[src/rtl/cpu_pkg.sv]
// Shared op encodings, FSM states and small helpers for the next-PC unit.
package cpu_pkg;

  localparam int unsigned OP_W = 3;

  typedef enum logic [OP_W-1:0] {
    OP_SEQ  = 3'b000,
    OP_J    = 3'b001,
    OP_JAL  = 3'b010,
    OP_JR   = 3'b011,
    OP_BEQ  = 3'b100,
    OP_BNE  = 3'b101,
    OP_JALR = 3'b110,
    OP_RSVD = 3'b111
  } op_e;

  typedef enum logic [1:0] {
    ST_IDLE = 2'd0,
    ST_EVAL = 2'd1,
    ST_DONE = 2'd2
  } state_e;

  // Ops that write a return address.
  function automatic logic is_link_op(input op_e op);
    return (op == OP_JAL) || (op == OP_JALR);
  endfunction

endpackage

[src/rtl/npc_calc.sv]
// Combinational next-PC resolution: sequential, jump, register and branch targets.
module npc_calc
  import cpu_pkg::*;
#(
  parameter int unsigned PC_W    = 32,
  parameter int unsigned TGT_W   = 26,
  parameter int unsigned OFF_W   = 16,
  parameter bit          WORD_PC = 1'b1
) (
  input  op_e              op_i,
  input  logic [PC_W-1:0]  pc_i,
  input  logic [TGT_W-1:0] tgt_i,
  input  logic [OFF_W-1:0] off_i,
  input  logic [PC_W-1:0]  rs_i,
  input  logic [PC_W-1:0]  rt_i,
  output logic [PC_W-1:0]  npc_c,
  output logic [PC_W-1:0]  link_c,
  output logic             link_we_c,
  output logic             taken_c,
  output logic             err_c
);

  localparam logic [PC_W-1:0] INC = WORD_PC ? PC_W'(1) : PC_W'(4);

  logic [PC_W-1:0] seq;
  logic [PC_W-1:0] off_ext;
  logic [PC_W-1:0] br_tgt;
  logic [PC_W-1:0] jmp_tgt;
  logic [PC_W-1:0] reg_tgt;
  logic            misaligned;
  logic            br_cond;

  // Candidate targets; offsets count instructions, so byte-addressed PCs scale by 4.
  always_comb begin
    seq        = pc_i + INC;
    off_ext    = {{(PC_W-OFF_W){off_i[OFF_W-1]}}, off_i};
    br_tgt     = WORD_PC ? (seq + off_ext) : (seq + (off_ext << 2));
    jmp_tgt    = {pc_i[PC_W-1:TGT_W], tgt_i};
    reg_tgt    = WORD_PC ? (rs_i >> 2) : rs_i;
    misaligned = |rs_i[1:0];
    br_cond    = (op_i == OP_BEQ) ? (rs_i == rt_i) : (rs_i != rt_i);
  end

  // Select result per op; misaligned register jumps fall through to seq with err.
  always_comb begin
    npc_c     = seq;
    link_c    = seq;
    link_we_c = 1'b0;
    taken_c   = 1'b0;
    err_c     = 1'b0;
    case (op_i)
      OP_J, OP_JAL: begin
        npc_c     = jmp_tgt;
        taken_c   = 1'b1;
        link_we_c = is_link_op(op_i);
      end
      OP_JR, OP_JALR: begin
        if (misaligned) begin
          err_c = 1'b1;
        end else begin
          npc_c     = reg_tgt;
          taken_c   = 1'b1;
          link_we_c = is_link_op(op_i);
        end
      end
      OP_BEQ, OP_BNE: begin
        taken_c = br_cond;
        npc_c   = br_cond ? br_tgt : seq;
      end
      OP_RSVD: err_c = 1'b1;
      default: npc_c = seq;
    endcase
  end

endmodule

[src/rtl/next_pc_unit.sv]
// Three-state request/response wrapper around npc_calc with captured operands.
module next_pc_unit
  import cpu_pkg::*;
#(
  parameter int unsigned PC_W    = 32,
  parameter int unsigned TGT_W   = 26,
  parameter int unsigned OFF_W   = 16,
  parameter bit          WORD_PC = 1'b1
) (
  input  logic             clk,
  input  logic             rst_n,
  input  logic             start,
  input  logic [OP_W-1:0]  op,
  input  logic [PC_W-1:0]  pc,
  input  logic [TGT_W-1:0] imm_target,
  input  logic [OFF_W-1:0] br_off,
  input  logic [PC_W-1:0]  rs_val,
  input  logic [PC_W-1:0]  rt_val,
  output logic [PC_W-1:0]  pc_out,
  output logic [PC_W-1:0]  link_addr,
  output logic             link_we,
  output logic             taken,
  output logic             err,
  output logic             busy,
  output logic             done
);

  state_e           state_q, state_d;
  logic             capture;
  op_e              op_q;
  logic [PC_W-1:0]  pc_q, rs_q, rt_q;
  logic [TGT_W-1:0] tgt_q;
  logic [OFF_W-1:0] off_q;

  logic [PC_W-1:0]  npc_c, link_c;
  logic             link_we_c, taken_c, err_c;

  npc_calc #(
    .PC_W   (PC_W),
    .TGT_W  (TGT_W),
    .OFF_W  (OFF_W),
    .WORD_PC(WORD_PC)
  ) u_calc (
    .op_i     (op_q),
    .pc_i     (pc_q),
    .tgt_i    (tgt_q),
    .off_i    (off_q),
    .rs_i     (rs_q),
    .rt_i     (rt_q),
    .npc_c    (npc_c),
    .link_c   (link_c),
    .link_we_c(link_we_c),
    .taken_c  (taken_c),
    .err_c    (err_c)
  );

  // FSM state register.
  always_ff @(posedge clk or negedge rst_n) begin
    if (!rst_n) state_q <= ST_IDLE;
    else        state_q <= state_d;
  end

  // Next state; start only matters in IDLE so requests while busy are dropped.
  always_comb begin
    state_d = state_q;
    capture = 1'b0;
    case (state_q)
      ST_IDLE: begin
        if (start) begin
          state_d = ST_EVAL;
          capture = 1'b1;
        end
      end
      ST_EVAL: state_d = ST_DONE;
      ST_DONE: state_d = ST_IDLE;
      default: state_d = ST_IDLE;
    endcase
  end

  // Operand capture at request acceptance.
  always_ff @(posedge clk or negedge rst_n) begin
    if (!rst_n) begin
      op_q  <= OP_SEQ;
      pc_q  <= '0;
      tgt_q <= '0;
      off_q <= '0;
      rs_q  <= '0;
      rt_q  <= '0;
    end else if (capture) begin
      op_q  <= op_e'(op);
      pc_q  <= pc;
      tgt_q <= imm_target;
      off_q <= br_off;
      rs_q  <= rs_val;
      rt_q  <= rt_val;
    end
  end

  // Registered outputs; results load on EVAL->DONE and hold until the next one.
  always_ff @(posedge clk or negedge rst_n) begin
    if (!rst_n) begin
      pc_out    <= '0;
      link_addr <= '0;
      link_we   <= 1'b0;
      taken     <= 1'b0;
      err       <= 1'b0;
      busy      <= 1'b0;
      done      <= 1'b0;
    end else begin
      busy    <= (state_d != ST_IDLE);
      done    <= (state_d == ST_DONE);
      link_we <= (state_d == ST_DONE) && link_we_c;
      if (state_q == ST_EVAL) begin
        pc_out <= npc_c;
        taken  <= taken_c;
        err    <= err_c;
        if (link_we_c) link_addr <= link_c;
      end
    end
  end

endmodule

[config.mk]
export PLATFORM = sky130hd
export DESIGN_NAME = next_pc_unit
export DESIGN_NICKNAME = d
export VERILOG_FILES = /design/src/rtl/cpu_pkg.sv /design/src/rtl/npc_calc.sv /design/src/rtl/next_pc_unit.sv
export SDC_FILE = /design/constraint.sdc
export NUM_CORES = 1
export LEC_CHECK = 0
export CAP_MARGIN = 20
export CORE_MARGIN = 10
export CORE_UTILIZATION = 64
export DETAILED_ROUTE_END_ITERATION = 10
export DONT_BUFFER_PORTS = 1
export PLACE_DENSITY = 0.88
export SYNTH_ARGS = -nofsm -noshare
export SYNTH_HDL_FRONTEND = slang
export SYNTH_HIERARCHICAL = 1
export SYNTH_SLANG_ARGS = --single-unit
[constraint.sdc]
create_clock -name clk -period 4.4 [get_ports clk]
set_input_delay 1.32 -clock clk [delete_from_list [all_inputs] [get_ports clk]]
set_output_delay 1.32 -clock clk [all_outputs]
set_load 0.01 [all_outputs]
==> flow_metrics.env, run 1 <==
export IMPL_synth_warnings=6
export IMPL_vias=8061
export IMPL_cp_num_buf_inv=1
export IMPL_relSlewSlack_pct=32.51
export IMPL_finalCritPeriodShare_pct=94.35
export IMPL_max_freq_mhz=240.9
export IMPL_critPathKind="reg2reg"
export IMPL_rsz0062_at_grt="false"
export IMPL_gr_usage_all_layers_pct=26.15
export IMPL_synth_ff_latch_count=211
export IMPL_fin_total_pwr_mw=8.794
export IMPL_setup_viol=0
export IMPL_fillers=1250
export IMPL_cts_tree="yes"
export IMPL_clkTransAtPathRegs_ns=0.06
export IMPL_viasPerCell=6.506
export IMPL_syn_num_nets=1155
export IMPL_cts_made_buffers=22
export IMPL_synth_edff_count=0
export IMPL_yosys_area_share_simple_pct=8.802
export IMPL_multiInputGateArea_um2=5966
export IMPL_grt_pass1_vias=8434
export IMPL_grt_max_degree=212
export IMPL_route_detailed_drc=0
export IMPL_slew_viol_final=0
export IMPL_clk_path_buf_depth=3
export IMPL_skew_ns=0.01141
export IMPL_routed_wl_um=32720
export IMPL_fin_ws_ns=0.2487
export IMPL_max_vdd_ir_drop_mv=0.4351
export IMPL_crit_chain="and3_1 > nand3_1 > or2_2 > inv_1 > nand2_1 > xnor2_1 > ha_1 > nand2_1 > nor2_1 > a2111oi_2 > a211oi_2 > nor2_2 > o21ai_1 > xor2_1 > a211o_1 > a22o_1 > mux2_2"
export IMPL_p_sw_share_pct=39.62
export IMPL_synth_adder_area_share_pct=4.801
export IMPL_dr_pass1_iters=5
export IMPL_core_um2=17900
export IMPL_cellPowerDensity_nw_per_um2=697.7
export IMPL_final_cell_mix="dfrtp_1, mux2_2, mux2_1, xnor2_1, nand2_1"
export IMPL_clockPowerShare_pct=20.5
export IMPL_synth_compound_area_share_pct=10.47
export IMPL_synth_ff_type="dfrtp_1"
export IMPL_syn2layout_area_growth_pct=8.932
export IMPL_detail_route_antenna_nets=0
export IMPL_antenna_found_initial=17
export IMPL_clock_latency_ns=0.51
export IMPL_p_sw_mw=3.484
export IMPL_worstSetupStartpointType="flip-flop"
export IMPL_num_nets_final=1168
export IMPL_p_leak_nw=5.319
export IMPL_hold_viol=0
export IMPL_cp_arrival_ns=4.55
export IMPL_synthMuxAreaShare_pct=20.32
export IMPL_final_common_cell="dfrtp_1"
export IMPL_gp_congestion=0.9582
export IMPL_grt_ovfl_total=0
export IMPL_htreeDepth=1
export IMPL_synth_top_family_by_area="multiplexers"
export IMPL_regArea_um2=5280
export IMPL_hold_class="in2async"
export IMPL_drive_gt1_share_pct=23.02
export IMPL_synthesis_area_um2=11570
export IMPL_crit_path_end_kind="flip-flop"
export IMPL_hold_buffers=0
export IMPL_worstMarginPinSlew_ns=1.011
export IMPL_die_width_um=154.5
export IMPL_drt_iter0_drc=800
export IMPL_die_h_um=154.5
export IMPL_synth_xor_area_share_pct=7.039
export IMPL_tns_ns=0
export IMPL_seqPwrFrac_pct=38.4
export IMPL_wl_per_cell_um=26.41
export IMPL_intPower_mw=5.310
export IMPL_synth_distinct_cells=78
export IMPL_cp_common_cell="nand2_1"
export IMPL_path_max_fanout=5
export IMPL_worst_path_max_delay_cell="dfrtp_1"
export IMPL_status="finished, final reports clean"
export IMPL_cp_required_ns=4.79
export IMPL_clock_root_buffer="clkbuf_16"
export IMPL_dp_hpwl_um=24230
export IMPL_row_count=49
export IMPL_grt_pass1_wl_um=49190
export IMPL_clock_sinks=211
export IMPL_port_buffer_count=0
export IMPL_synth_area_per_cell_um2=11.95
export IMPL_async_reset_ff_share_pct=100.0
export IMPL_dp_slack_ns=0.3142
export IMPL_ios=213
export IMPL_dieArea_um2=23860
export IMPL_power_frac_comb_pct=41.1
export IMPL_syn_inst=968
export IMPL_synth_seq_area_share_pct=45.63
export IMPL_cap_violations=0
export IMPL_post_route_min_period_ns=4.151
export IMPL_initial_core_util_pct=64.64
export IMPL_max_stage_delay_ns=0.42
export IMPL_critical_path_top_delay_family="simple AND/OR/NAND/NOR gates"
## area by class of cell
type	count	share of cell area [%]
clock buffer	34	5.281
inverter	18	0.5360
multi-input combinational	697	47.33
sequential	211	41.89
clock inverter	4	0.2482
antenna	15	0.2978
timing repair buffer	31	2.144
tap	229	2.273
## repair_timing
action,4_1_cts,5_1_grt
setup buffers,0,0
endpoints found under the setup margin,0,2
gates resized for setup,0,1
## metal layers
metal  track usage (%)  part of all wire, %  vias to the layer above
li1                  -                    -                     3596
met1             29.85                   37                     4035
met2             44.21                   50                      351
met3             7.848                  9.1                       73
met4             11.97                  3.5                        6
met5                 0                 0.14                        -
## synth_stat cells (all sizes together), types with 2 or more instances
cell | instances | area, um^2
o22ai | 4 | 25.02
a211o | 3 | 27.53
a221o | 4 | 40.04
mux2 | 207 | 2331
a221oi | 4 | 35.03
nand2b | 9 | 63.81
o21a | 5 | 37.54
a21o | 10 | 75.07
a31oi | 2 | 27.53
a222oi | 23 | 230.2
a2111oi | 3 | 57.56
and2 | 4 | 25.02
a211oi | 6 | 55.05
a21oi | 41 | 212.7
ha | 42 | 525.5
nand3 | 16 | 80.08
o31ai | 2 | 28.78
xnor2 | 73 | 639.4
mux2i | 2 | 20.02
clkbuf | 12 | 56.30
o211a | 2 | 20.02
buf | 29 | 206.5
o21bai | 2 | 15.01
nor2b | 8 | 52.55
nor4 | 5 | 37.53
and3 | 10 | 62.56
nor2 | 39 | 153.9
dfrtp | 211 | 5280
nand2 | 54 | 205.2
nor3 | 12 | 65.06
or2 | 7 | 46.30
o211ai | 5 | 47.54
o21ai | 28 | 140.1
nand4 | 24 | 150.1
and4 | 3 | 28.78
a41oi | 2 | 25.03
xor2 | 20 | 175.2
inv | 18 | 67.56
## through the flow
stage / utilization, % / hold WS, ns / instance area, um^2 / std cells
after floorplan: - / 0.4752 / 11570 / 968
after global placement: 66.29 / 0.4882 / 11870 / 1186
after detailed placement: 66.29 / 0.4980 / 11870 / 1186
after CTS: 70.18 / 0.4983 / 12560 / 1224
after global routing: 70.34 / 0.4973 / 12590 / 1234
final: 70.41 / 0.5088 / 12600 / 1239
## sequential cells by signal, summed over array words and instances (netlist names), 3 cells and up
signal / flops
link_addr: 32
off_q: 16
pc_out: 32
op_q: 3
rs_q: 32
rt_q: 32
tgt_q: 26
pc_q: 32
## worst paths after layout
check / startpoint / endpoint / slack, ns / cells after the start
max: pc_q[6] / pc_out[29] / 0.25 / 17
min: rst_n / link_addr[24] / 0.51 / 0
max reg2reg: pc_q[6] / pc_out[29] / 0.25 / 17
min reg2reg: rt_q[13] / rt_q[13] / 0.51 / 1
max in group asynchronous: rst_n / off_q[12] / 3.33 / 0
min in group clk: rt_q[13] / rt_q[13] / 0.51 / 1
## power groups by stage
stage | Combinational, mW | Sequential (mW) | Clock, mW
6_report | 3.61 | 3.38 | 1.80
5_1_grt | 3.88 | 3.47 | 1.90
4_1_cts | 3.54 | 3.38 | 1.81
3_5_place_dp | 3.48 | 3.41 | 0
3_3_place_gp | 3.41 | 3.38 | 0
2_1_floorplan | 2.74 | 3.12 | 0
## cell families (layout without fill, tap and decap cells)
family                     count (synthesis)  in the layout
AOI/OAI and AO/OA                        155            155
xor gates and xnor gates                  93             93
adders and majority gates                 44             44
buffers and inverters                     60             87
DFF                                      211            211
muxes                                    209            209
other                                      0             15
and+or+nand+nor                          196            196
No activity file was read; power rests on OpenSTA's default activity.
==> inputs of run 2 (changes only) <==
==> constraint.sdc (replaced) <==
create_clock -name clk -period 4.4 [get_ports clk]
set_input_delay 0 -clock clk [delete_from_list [all_inputs] [get_ports clk]]
set_output_delay 0 -clock clk [all_outputs]
set_load 0.01 [all_outputs]
==> run 2 against run 1 <==
Effect of this change:
- the run now ends with negative hold slack left
- flip-flop and latch count is the same
- routed wire length up 14%
- core utilization increased by 8.3 points
- non-clock buffer count is 141 higher
- combinational power rose by 6.4%
- die area is the same
- cell area is 12% higher
- power rose by 5.8%
- hold slack worse by 1.3 ns
- register-to-register slack better by 0.02 ns
- clock power is 13% higher
- via count up 12%
- critical endpoint unchanged
- highest routed layer is now met4
==> flow_metrics.env, run 2 (same netlist as run 1, synthesis figures left out) <==
export IMPL_status="complete, but fails checks"
export IMPL_failed_checks="negative hold slack"
export IMPL_setup_viol=0
export IMPL_cap_violations=0
export IMPL_slew_viol_final=0
export IMPL_seqPwrFrac_pct=36.8
export IMPL_worstMarginPinSlew_ns=1.098
export IMPL_fin_util_pct=78.71
export IMPL_final_cell_mix="dfrtp_1, dlygate4sd3_1, mux2_2, mux2_1, xnor2_1"
export IMPL_route_detailed_drc=0
export IMPL_core_um2=17900
export IMPL_syn2layout_area_growth_pct=21.78
export IMPL_placed_area_um2=11820
export IMPL_clock_latency_ns=0.53
export IMPL_reg2regPathDepth=14
export IMPL_routed_wl_um=37210
export IMPL_cp_required_ns=4.78
export IMPL_cts_made_buffers=22
export IMPL_ios=213
export IMPL_use_met2_pct=52.06
export IMPL_rsz0062_at_grt="false"
export IMPL_gp_congestion=0.9529
export IMPL_grt_pass1_wl_um=56320
export IMPL_clock_sinks=211
export IMPL_fin_cells=1372
export IMPL_skew_ns=0.03976
export IMPL_fin_total_pwr_mw=9.301
export IMPL_max_vdd_ir_drop_mv=0.5195
export IMPL_dr_pass1_iters=6
export IMPL_r2r_setup_slack_ns=0.27
export IMPL_hold_class="in2async"
export IMPL_tns_ns=0
export IMPL_row_count=49
export IMPL_p_leak_nw=5.938
export IMPL_intPower_mw=5.559
export IMPL_global_route_usage_met1_pct=32.04
export IMPL_finalCritPeriodShare_pct=93.92
export IMPL_initial_core_util_pct=64.64
export IMPL_final_common_cell="dfrtp_1"
export IMPL_grt_max_degree=212
export IMPL_wl_per_cell_um=27.12
export IMPL_viasPerCell=6.559
export IMPL_dp_hpwl_um=24020
export IMPL_clock_root_buffer="clkbuf_16"
export IMPL_power_frac_comb_pct=41.3
export IMPL_worstSetupStartpointType="flip-flop"
export IMPL_num_nets_final=1309
export IMPL_cellPowerDensity_nw_per_um2=660.0
export IMPL_clockPowerShare_pct=21.9
export IMPL_grt_pass1_vias=9464
export IMPL_dieArea_um2=23860
export IMPL_design_area_um2=14090
export IMPL_r2r_end="pc_out[29]"
export IMPL_port_buffer_count=0
export IMPL_drive_gt1_share_pct=20.47
export IMPL_drt_iter0_drc=1145
export IMPL_htreeDepth=1
export IMPL_critPathLaunch="pc_q[2]"
export IMPL_die_width_um=154.5
export IMPL_relSlewSlack_pct=26.69
export IMPL_clkTransAtPathRegs_ns=0.08
export IMPL_crit_path_end_kind="flip-flop"
export IMPL_post_route_min_period_ns=4.132
export IMPL_busiest_layer="met2"
export IMPL_critPathKind="reg2reg"
export IMPL_cts_setup_buffers=0
export IMPL_detail_route_antenna_nets=0
export IMPL_max_freq_mhz=242.0
export IMPL_vias=8999
export IMPL_p_sw_share_pct=40.23
export IMPL_p_sw_mw=3.742
export IMPL_antenna_found_initial=4
export IMPL_cts_tree="yes"
export IMPL_die_h_um=154.5
export IMPL_hold_viol=211
export IMPL_gr_usage_all_layers_pct=29.86
export IMPL_hold_buffers=146
export IMPL_grt_ovfl_total=0
export IMPL_cp_arrival_ns=4.51
export IMPL_timing_hold_ws_ns=-0.8146
export IMPL_met3_usage_pct=9.096
export IMPL_r2r_start="pc_q[2]"
export IMPL_clk_path_buf_depth=3
export IMPL_path_max_fanout=10
export IMPL_dp_cells=1181
==> run 2: changes by cell type in the layout (fill, tap and decap cells not counted), sizes merged, moves of 3 or more <==
| cell | delta |
|---|---|
| dlygate4sd3 | +146 |
| buf | -5 |
| bufinv | +4 |
| clkbuf | -7 |
| clkinvlp | +3 |
| diode | -10 |
==> run 2: layout make-up <==
cell class	count	area, um^2
clock buffer	27	589.3
timing repair buffer	172	1682
fill	1033	3811
antenna	5	12.51
tap	229	286.5
sequential	211	5283
multi-input combinational	697	5983
clock inverter	13	187.7
inverter	18	67.56
==> run 2: per-stage QoR <==
step,setup slack (ns),hold slack (ns)
after global routing,0.02049,-0.8318
after global placement,0.3976,-0.2872
final,0.2677,-0.8146
after CTS,0.2445,-0.8211
after detailed placement,0.2642,-0.2881
after floorplan,0.6522,-0.2956
==> run 2: worst max-delay path, stage by stage (launching register included) <==
cell	delay [ns]
dfrtp_1	0.43
and4_1	0.33
nand3_1	0.12
nor2_2	0.43
xor2_1	0.22
ha_1	0.44
nand4_1	0.15
or3_4	0.43
a211oi_2	0.33
nor2_2	0.12
o21ai_1	0.18
xor2_1	0.10
a211o_1	0.29
a22o_1	0.17
mux2_2	0.26
==> run 2: how the worst max path moves through the flow <==
stage	endpoint	slack, ns	cells past startpoint
after global routing	pc_out[29]	0.02	17
after floorplan	pc_out[29]	0.65	18
after CTS	pc_out[29]	0.24	17
final	pc_out[29]	0.27	14
after detailed placement	pc_out[29]	0.26	17
after global placement	pc_out[29]	0.40	16
==> run 2: power by group through the flow <==
| stage | registers (mW) | clock network, mW | logic (mW) |
|---|---|---|---|
| 3_5_place_dp | 3.42 | 0 | 3.46 |
| 2_1_floorplan | 3.12 | 0 | 2.74 |
| 5_1_grt | 3.50 | 2.12 | 4.08 |
| 4_1_cts | 3.39 | 2.01 | 3.62 |
| 3_3_place_gp | 3.38 | 0 | 3.38 |
| 6_report | 3.43 | 2.03 | 3.84 |
==> run 2: metal layers <==
metal	wire [um]	vias up
met5	0	-
met2	18630	597
met1	12570	4393
met3	3884	147
li1	-	3862
met4	2126	0
==> run 2: repair_timing <==
action / CTS / global route
resized for setup: 0 / 6
hold endpoints to repair: 354 / 211
endpoints found under the setup margin: 0 / 1
==> inputs of run 3 (changes only) <==
--- a/config.mk
+++ b/config.mk
@@ -6,11 +6,13 @@
 export NUM_CORES = 1
 export LEC_CHECK = 0
 export CAP_MARGIN = 20
+export CELL_PAD_IN_SITES_DETAIL_PLACEMENT = 1
+export CELL_PAD_IN_SITES_GLOBAL_PLACEMENT = 2
 export CORE_MARGIN = 10
-export CORE_UTILIZATION = 64
+export CORE_UTILIZATION = 42
 export DETAILED_ROUTE_END_ITERATION = 10
 export DONT_BUFFER_PORTS = 1
-export PLACE_DENSITY = 0.88
+export PLACE_DENSITY = 0.87
 export SYNTH_ARGS = -nofsm -noshare
 export SYNTH_HDL_FRONTEND = slang
 export SYNTH_HIERARCHICAL = 1
==> run 3 against run 2 <==
Effect of this change:
- clock power hardly changed
- routed wire length is 7.5% higher
- die area up 45%
- maximum frequency fell by 0.76%
- first-iteration DRC count down 56%
- power grew 0.18%
- flip-flop and latch count unchanged
- combinational power is 1% lower
- critical path depth is 2 higher
- the flow still finishes with violations (negative hold slack)
- via count decreased by 4.9%
- critical path type unchanged
- non-clock buffer count rose by 1
==> flow_metrics.env, run 3 (same netlist as run 1, synthesis figures left out) <==
export IMPL_p_leak_nw=5.958
export IMPL_worst_path_max_delay_cell="dfrtp_1"
export IMPL_fin_total_pwr_mw=9.317
export IMPL_initial_core_util_pct=42.81
export IMPL_dr_pass1_iters=6
export IMPL_r2r_setup_slack_ns=0.24
export IMPL_cp_required_ns=4.81
export IMPL_gr_usage_all_layers_pct=22.81
export IMPL_dieArea_um2=34590
export IMPL_grt_pass1_wl_um=59820
export IMPL_clock_sinks=211
export IMPL_cts_tree="yes"
export IMPL_syn2layout_area_growth_pct=23.15
export IMPL_tns_ns=0
export IMPL_endpoint="pc_out[31]"
export IMPL_rsz0062_at_grt="true"
export IMPL_fin_cells=1490
export IMPL_die_h_um=186.0
export IMPL_clk_path_buf_depth=3
export IMPL_gp_congestion=0.8632
export IMPL_max_stage_delay_ns=0.42
export IMPL_grt_ovfl_total=0
export IMPL_r2r_start="pc_q[6]"
export IMPL_core_um2=27030
export IMPL_path_max_fanout=5
export IMPL_post_route_min_period_ns=4.164
export IMPL_skew_ns=0.01906
export IMPL_dp_cells=1298
export IMPL_dp_hpwl_um=27240
export IMPL_r2r_end="pc_out[31]"
export IMPL_routed_wl_um=40020
export IMPL_relSlewSlack_pct=26.78
export IMPL_reg2regPathDepth=16
export IMPL_clock_latency_ns=0.54
export IMPL_critical_path_top_delay_family="simple AND/OR/NAND/NOR gates"
export IMPL_fin_util_pct=52.73
export IMPL_clkTransAtPathRegs_ns=0.06
export IMPL_timing_hold_ws_ns=-0.8301
export IMPL_path_depth=16
export IMPL_dp_slack_ns=0.2236
export IMPL_antenna_found_initial=8
export IMPL_fin_ws_ns=0.2360
export IMPL_status="complete, but fails checks"
export IMPL_design_area_um2=14250
export IMPL_final_common_cell="dfrtp_1"
export IMPL_final_cell_mix="dfrtp_1, dlygate4sd3_1, mux2_2, mux2_1, xnor2_1"
export IMPL_cp_common_cell="a21oi_1"
export IMPL_clock_root_buffer="clkbuf_16"
export IMPL_detail_route_antenna_nets=0
export IMPL_drive_gt1_share_pct=20.67
export IMPL_cp_arrival_ns=4.58
export IMPL_row_count=60
export IMPL_finalCritPeriodShare_pct=94.64
export IMPL_vias=8558
export IMPL_cp_num_buf_inv=1
export IMPL_grt_max_degree=212
export IMPL_num_nets_final=1312
export IMPL_die_width_um=186.0
export IMPL_wl_per_cell_um=26.86
export IMPL_htreeDepth=1
export IMPL_hold_class="in2async"
export IMPL_hold_buffers=142
export IMPL_cellPowerDensity_nw_per_um2=653.8
export IMPL_slew_viol_final=0
export IMPL_placed_area_um2=11980
export IMPL_critPathKind="reg2reg"
export IMPL_failed_checks="negative hold slack"
export IMPL_cap_violations=0
export IMPL_grt_pass1_vias=9622
export IMPL_route_detailed_drc=0
export IMPL_max_freq_mhz=240.2
export IMPL_ios=213
export IMPL_port_buffer_count=0
export IMPL_cts_made_buffers=24
export IMPL_crit_chain="and3_1 > nand3_1 > or2_2 > inv_1 > nand2_1 > xnor2_2 > ha_1 > nand4_1 > or3_4 > a211oi_2 > o21ai_1 > a21oi_1 > a21oi_1 > xor2_1 > o211ai_1 > mux2_2"
export IMPL_max_vdd_ir_drop_mv=0.3924
export IMPL_worstMarginPinSlew_ns=1.098
export IMPL_worstSetupStartpointType="flip-flop"
export IMPL_crit_path_end_kind="flip-flop"
export IMPL_critPathLaunch="pc_q[6]"
export IMPL_hold_viol=211
export IMPL_cts_setup_buffers=0
export IMPL_setup_viol=0
export IMPL_viasPerCell=5.744
export IMPL_drt_iter0_drc=504
[run 3: changes by cell type in the layout (fill, tap and decap cells not counted), sizes merged]
| cell | delta |
|---|---|
| buf | +5 |
| clkbuf | +8 |
| clkinvlp | -2 |
| diode | +2 |
| bufinv | -2 |
| inv | -1 |
| dlygate4sd3 | -4 |
[run 3: layout make-up]
| class | count | area, um^2 |
|---|---|---|
| fill | 2751 | 12780 |
| timing repair buffer | 173 | 1667 |
| antenna | 7 | 17.52 |
| multi-input combinational | 697 | 5982 |
| clock inverter | 8 | 117.6 |
| clock buffer | 35 | 691.9 |
| tap | 341 | 426.7 |
| inverter | 18 | 67.56 |
| sequential | 211 | 5280 |
[run 3: report_power, final]
group          internal (mW)  switching (mW)  leakage [nW]
sequential              2.59           0.866          2.50
clock                   1.21           0.848         0.394
combinational           1.77            2.03          3.06
total                   5.57            3.75          5.96
[run 3: how the worst min path moves through the flow]
stage	depth (start not counted)	endpoint	slack, ns	start
floorplan	0	busy	-0.30	rst_n
global placement	0	link_we	-0.28	rst_n
detailed placement	0	link_addr[27]	-0.29	rst_n
CTS	0	link_addr[22]	-0.86	rst_n
global route	0	pc_q[16]	-0.85	rst_n
finish	0	link_addr[27]	-0.83	rst_n
[run 3: metal layers]
metal | global-route usage [%] | share of wire, %
met5 | 0 | 0.030
met4 | 7.514 | 3.0
met3 | 6.668 | 7.0
met2 | 41.14 | 52
met1 | 25.05 | 38
[run 3: timing repair]
item | in CTS | in global routing
gates resized for setup | 0 | 4
hold endpoints to repair | 354 | 211
endpoints found under the setup margin | 0 | 7
